### config.mk
export PLATFORM = sky130hd
export DESIGN_NAME = sd_spi_master
export DESIGN_NICKNAME = d
export VERILOG_FILES = /design/src/rtl/sd_spi_master.sv
export SDC_FILE = /design/constraint.sdc
export NUM_CORES = 1
export LEC_CHECK = 0
export CORE_ASPECT_RATIO = 1.1
export CORE_MARGIN = 2
export CORE_UTILIZATION = 32
export DETAILED_ROUTE_END_ITERATION = 10
export GPL_TIMING_DRIVEN = 0
export PLACE_DENSITY = 0.64
export SETUP_SLACK_MARGIN = 0.15
export SKIP_LAST_GASP = 1
export SYNTH_ARGS = -nofsm -noshare
export SYNTH_HDL_FRONTEND = slang
export SYNTH_SLANG_ARGS = --single-unit
### constraint.sdc
create_clock -name clk_core -period 3.72 [get_ports clk_core]
set_input_delay 0.372 -clock clk_core [delete_from_list [all_inputs] [get_ports clk_core]]
set_output_delay 0.372 -clock clk_core [all_outputs]
set_load 0.02 [all_outputs]
### src/rtl/sd_spi_master.sv
// sd_spi_master: byte-wide mode-0 SPI master (MSB first) for SD card pins.
module sd_spi_master #(
  parameter int DIV_WIDTH = 8
) (
  input  logic                 clk_core,
  input  logic                 reset_n,
  input  logic [DIV_WIDTH-1:0] div,
  input  logic [7:0]           wr_data,
  input  logic                 wr_stb,
  input  logic                 cs_set,
  input  logic                 cs_val,
  output logic [7:0]           rd_data,
  output logic                 busy,
  output logic                 done,
  output logic                 sd_sck,
  output logic                 sd_mosi,
  input  logic                 sd_miso,
  output logic                 sd_cs_n
);
  typedef enum logic [1:0] {IDLE, LOW, HIGH} state_t;
  state_t               state_q, state_d;
  logic [DIV_WIDTH-1:0] half_q, half_d, reload_q, reload_d;
  logic [2:0]           bit_q, bit_d;
  logic [7:0]           tx_q, tx_d, rx_q, rx_d, rd_data_q, rd_data_d;
  logic                 busy_q, busy_d, done_q, done_d;
  logic                 sck_q, sck_d, mosi_q, mosi_d, cs_q, cs_d;
  always_ff @(posedge clk_core) begin
    if (!reset_n) begin
      state_q   <= IDLE;
      half_q    <= '0;
      reload_q  <= '0;
      bit_q     <= '0;
      tx_q      <= '0;
      rx_q      <= '0;
      rd_data_q <= '0;
      busy_q    <= 1'b0;
      done_q    <= 1'b0;
      sck_q     <= 1'b0;
      mosi_q    <= 1'b1;
      cs_q      <= 1'b1;
    end else begin
      state_q   <= state_d;
      half_q    <= half_d;
      reload_q  <= reload_d;
      bit_q     <= bit_d;
      tx_q      <= tx_d;
      rx_q      <= rx_d;
      rd_data_q <= rd_data_d;
      busy_q    <= busy_d;
      done_q    <= done_d;
      sck_q     <= sck_d;
      mosi_q    <= mosi_d;
      cs_q      <= cs_d;
    end
  end
  always_comb begin
    state_d   = state_q;
    half_d    = half_q;
    reload_d  = reload_q;
    bit_d     = bit_q;
    tx_d      = tx_q;
    rx_d      = rx_q;
    rd_data_d = rd_data_q;
    busy_d    = busy_q;
    done_d    = 1'b0;
    sck_d     = sck_q;
    mosi_d    = mosi_q;
    cs_d      = cs_q;
    case (state_q)
      IDLE: begin
        cs_d = cs_set ? cs_val : cs_q;
        if (wr_stb) begin
          reload_d = div;
          half_d   = div;
          tx_d     = wr_data;
          mosi_d   = wr_data[7];
          bit_d    = '0;
          busy_d   = 1'b1;
          state_d  = LOW;
        end
      end
      LOW: begin
        half_d = half_q - 1'b1;
        if (half_q == '0) begin
          sck_d   = 1'b1;
          rx_d    = {rx_q[6:0], sd_miso};
          half_d  = reload_q;
          state_d = HIGH;
        end
      end
      HIGH: begin
        half_d = half_q - 1'b1;
        if (half_q == '0) begin
          sck_d  = 1'b0;
          half_d = reload_q;
          if (bit_q != 3'd7) begin
            mosi_d  = tx_q[6];
            tx_d    = {tx_q[6:0], 1'b0};
            bit_d   = bit_q + 3'd1;
            state_d = LOW;
          end else begin
            rd_data_d = rx_q;
            done_d    = 1'b1;
            busy_d    = 1'b0;
            mosi_d    = 1'b1;
            state_d   = IDLE;
          end
        end
      end
      default: state_d = IDLE;
    endcase
  end
  assign rd_data = rd_data_q;
  assign busy    = busy_q;
  assign done    = done_q;
  assign sd_sck  = sck_q;
  assign sd_mosi = mosi_q;
  assign sd_cs_n = cs_q;
endmodule

Word level (Yosys, flattened, before mapping)
Cells that the tools add are included.
{"block": "word_totals", "elab_cells": 68, "ff_bits": 49, "out_inout_bits": 13, "in_bits": 22}
{"block": "classes", "muxes": 28, "n_eq_ne": 8, "addsub": 2, "n_reduce_logical": 17, "n_bitwise": 1}
{"cell": "$mux 7", "n": 3}
{"cell": "$mux 8", "n": 2}
{"cell": "$pmux 8 s2", "n": 1}
{"cell": "$reduce_and 3->1", "n": 5}
{"cell": "$pmux 7 s2", "n": 1}
{"cell": "$mux 1", "n": 10}
{"cell": "$ne 2x2->1 const B", "n": 5}
{"cell": "$mux 3", "n": 3}
{"cell": "$logic_not 8->1", "n": 1}
{"cell": "$reduce_and 2->1", "n": 4}
{"cell": "$reduce_and 4->1", "n": 2}
{"cell": "$sub 8x1->8 const B", "n": 1}
{"cell": "$mux 2", "n": 3}
{"cell": "$pmux 1 s2", "n": 3}
{"cell": "$pmux 2 s3", "n": 1}
{"cell": "$pmux 3 s2", "n": 1}
{"cell": "$reduce_bool 2->1", "n": 3}
{"cell": "$add 3x1->3 const B", "n": 1}
{"cell": "$ne 3x3->1 const B", "n": 1}
{"cell": "$eq 2x1->1 const B", "n": 1}
{"cell": "$eq 2x2->1 const B", "n": 1}
{"cell": "$logic_not 2->1", "n": 1}
{"cell": "$reduce_or 2->1", "n": 1}
{"cell": "$not 1->1", "n": 1}

Longest topological paths before layout
{"block": "depth", "depth_word": 4, "ltp_mapped": 8, "depth_no_buf": 6}

Least setup slack after synthesis
No wires, ideal clock.
{"block": "synth_timing", "kind": "register -> register", "from": "register half_q[2]", "to": "register rd_data_q[0], in the netlist rd_data[0]", "setup_time_ps": 128, "path_buffers": 1, "t_required_ps": 3592, "period_less_slack_ps": 1971, "arrival_ps": 1843, "path_stages_with_launch": 6, "setup_slack_ps": 1749, "path_cell_list": "dfxtp_1 > or4_4 > buf_6 > nor4_4 > mux2i_1 > nor2_1"}
{"block": "synth_between", "elab_chain_len": 2}
{"item": "from (decl)", "line_no": "22", "text": "logic [DIV_WIDTH-1:0] half_q, half_d, reload_q, reload_d;"}
{"item": "from (signal assigned)", "line_no": "43", "text": "half_q <= half_d;"}
{"item": "$logic_not 8->1", "line_no": "93", "text": "if (half_q == '0) begin"}
{"item": "$reduce_and 3->1 (no line)"}
{"item": "to (signal assigned)", "line_no": "48", "text": "rd_data_q <= rd_data_d;"}
{"item": "to (decl)", "line_no": "24", "text": "logic [7:0] tx_q, tx_d, rx_q, rx_d, rd_data_q, rd_data_d;"}
Every way passes these cells.
A chain may end at the register's enable or synchronous reset.

Worst setup path in the final report
{"block": "layout_timing", "from": "register half_q[2]", "to": "register bit_q[1]"}
{"block": "layout_between", "elab_chain_len": 3}
{"item": "$logic_not 8->1", "line_no": "93"}
{"item": "$ne 2x2->1 (no line)"}
{"item": "$reduce_and 4->1 (no line)"}
{"item": "to (signal assigned)", "line_no": "45", "text": "bit_q <= bit_d;"}
{"item": "to (decl)", "line_no": "23", "text": "logic [2:0] bit_q, bit_d;"}
Every way passes these cells.

==> impl_metrics.tcl <==
set metrics [dict create \
    maxCapViolCount 0 \
    cp_top_family "simple AND/OR/NAND/NOR gates" \
    layout-drive-gt1-share 0.05863 \
    synthTopCellsByArea "dfxtp_1 (42%), mux2i_1 (11%), a21oi_1 (5.8%)" \
    fin_worst_skew_ps 11.19 \
    final_util 0.4103 \
    avgSynthCellArea_um2 8.782 \
    dpl_worst_slack_ps 1353 \
    die-area_um2 8000 \
    post_cts_resized 0 \
    setup_viol 0 \
    yosys.area_share.adder 0.04285 \
    slew_viol_final 0 \
    core_um2 7047 \
    worstMarginPinSlew_ps 828.5 \
    synth_top_family_by_area "simple AND/OR/NAND/NOR gates" \
    postRouteAntennaNets 0 \
    startpoint_type "register" \
    cts_root_buf "clkbuf_8" \
    period_share 0.6478 \
    dp_cells 384 \
    peakVddDrop_uv 264.3 \
    gp_congestion 0.8928 \
    synth_mux_area_frac 0.1119 \
    wirelength_um 5648 \
    p_leak_nw 1.069 \
    place.detailed.hpwl_um 4109 \
    cts_num_sinks 49 \
    drc 0 \
    ys_seq_area_frac 0.4199 \
    place_area_um2 2773 \
    syn_inst 266 \
    finalNetCount 336 \
    start_util 0.3315 \
    grt_pass1_vias 1977 \
    yosys_warnings 0 \
    synth_xor_area_frac 0.007499 \
    p_per_area_nw_per_um2 645.5 \
    antenna_cells 0 \
    setup_slack_ps 1310 \
    outcome "finished, final reports clean" \
    min_path_cells 3 \
    r2r_slack_ps 1310 \
    clkTransAtPathRegs_ps 100 \
    synth_seq_cells 49 \
    grt_first_pass_wirelength_um 9542 \
    antenna_found_initial 0 \
    timing.fmax_mhz 415.0 \
    yosysTopAreaCell "dfxtp_1" \
    synth_compound_area_frac 0.1816 \
    slowest_stage "nor4_1" \
    min_from "reset_n" \
    hold_path_end "half_q[2]" \
    wl_met2_um 2636 \
    cp_data_arrival_time_ps 2650 \
    boundaryPins 35 \
    cts_tree "done" \
    r2r_end "bit_q[1]" \
    vias 2046 \
    cts_setup_buffers 0 \
    synthSimpleGateAreaFrac 0.1891 \
    worstSetupEndpointType "register" \
    wl_per_cell_um 14.41 \
    port_buffers 33 \
    grt_use_total 0.1488 \
    rows 32 \
    min_period_ps 2410 \
    yosysTopAreaCellShare 0.4199 \
    die_width_um 85.47 \
    final-hold-violation-count 0 \
    grt_max_degree 18 \
    critPathKind "register to register" \
    overflow 0 \
    cts_buffers 5 \
    fin_cells 392 \
    syn_area_um2 2336 \
    setup_tns_ps 0 \
    hold_class "primary input to register" \
    power_mw 1.867 \
    syn_to_final_growth_pct 23.78 \
    synthesis.nets 296 \
    postCtsHoldBufs 0 \
    rsz0062_at_grt "false" \
    critical_path_buf_inv_count 0 \
    clk_path_buf_depth 2 \
    ys_types 45 \
    crit_required_ps 3960 \
    holdWs_ps 428.5 \
    cp_cell_sequence "nor4_1 > nand2_1 > or4_1 > o22ai_1" \
    r2r_start "half_q[2]" \
    maxSlewHeadroom 0.4447 \
    drt_iter0_markers 159 \
    wl_met3_um 232 \
    top_layer_used "met4" \
    finalInstanceArea_um2 2892 \
    insertion_delay_ps 300 \
    htree_levels 2 \
    r2r_cells 4 \
    first_pass_iters 4 \
    crit_fanout 8 \
    max_stage_delay_ps 680 \
    wl_met1_um 2708 \
    die_h_um 93.61 \
    viasPerCell 5.219 \
]
cell usage in the layout (no fill, tap or decap), types with 2 or more instances in the layout:
cell type        synthesis  routed
nor2_1                  19      19
dfxtp_1                 49      49
inv_1                   11      11
clkdlybuf4s50_1          0      33
ha_1                     8       8
nor3b_1                  2       2
o21bai_1                 2       2
nand2b_1                 4       4
o311ai_0                 2       2
o21ai_0                  8       8
mux2i_1                 25      25
a31oi_1                  7       7
xor2_1                   2       2
nand2_1                 26      26
nand4_1                  2       2
nor3_1                   3       3
o22ai_1                  3       3
clkbuf_8                 0       5
nand3_1                 20      20
a211oi_1                 6       6
or3_1                    2       2
a21oi_1                 27      27
a221oi_1                 2       2
clkbuf_1                13      13
Yosys cell counts (all sizes together):
| cell | number |
|---|---|
| o41ai | 1 |
| xor2 | 2 |
| o32ai | 1 |
| nor2 | 19 |
| nor2b | 1 |
| nand2b | 4 |
| o22ai | 3 |
| a31o | 1 |
| nand3 | 20 |
| o311ai | 2 |
| o31ai | 1 |
| nand4 | 2 |
| o21ai | 9 |
| a221oi | 2 |
| or3 | 2 |
| mux2 | 1 |
| inv | 11 |
| nor4b | 1 |
| nor3 | 4 |
| or2 | 1 |
| and2 | 1 |
| ha | 8 |
| a22o | 1 |
| nor3b | 2 |
| o211ai | 1 |
| o211a | 1 |
| buf | 3 |
| a31oi | 7 |
| or4 | 3 |
| mux2i | 25 |
| o21bai | 2 |
| nand2 | 26 |
| a211oi | 6 |
| nor4 | 2 |
| clkbuf | 13 |
| a21oi | 27 |
| dfxtp | 49 |
| a22oi | 1 |
report_power, final:
part	internal, mW	leakage (nW)	switching (mW)
Clock	0.206	0.0603	0.193
Sequential	0.622	0.401	0.0801
Combinational	0.309	0.608	0.456
Total	1.14	1.07	0.729
routing by layer:
layer,up-vias,global-route usage
met5,-,0
met4,0,0.03836
met3,8,0.03530
met2,51,0.2422
met1,949,0.1975
li1,1038,-
area by class of cell:
class	instances	area, um2
fill	701	4155
multi-input combinational	190	1245
sequential	49	980.9
timing repair buffer	33	330.3
tap	85	106.4
clock buffer	5	68.82
buffer	16	68.82
clock inverter	3	50.05
inverter	11	41.29
how the worst max path moves through the flow:
stage | start | end | slack (ps) | cells past startpoint
floorplan | half_q[2] | rd_data[0] | 1750 | 5
global placement | half_q[2] | bit_q[1] | 1300 | 4
detailed placement | half_q[2] | bit_q[1] | 1350 | 4
CTS | half_q[2] | bit_q[1] | 1340 | 4
global route | half_q[2] | bit_q[1] | 1220 | 4
finish | half_q[2] | bit_q[1] | 1310 | 4
tightest hold or removal path, delay by kind of cell:
family                 cells  cell delay (ps)
AO/OA/AOI/OAI              2              160
buffers and inverters      1              160
cells by family after synthesis:
kind of cell,count (synthesis)
compound gates,66
mux,26
buf+inv,27
xor+xnor,2
simple gates,88
fa+ha+maj,8
flops,49
sequential cells by signal, indices dropped and copies added, names as in the netlist:
signal    cells
half_q        8
rd_data       8
reload_q      8
rx_q          8
tx_q          7
bit_q         3
state_q       2
busy          1
done          1
sd_cs_n       1
sd_mosi       1
sd_sck        1
(Power assumes the default switching activity.)
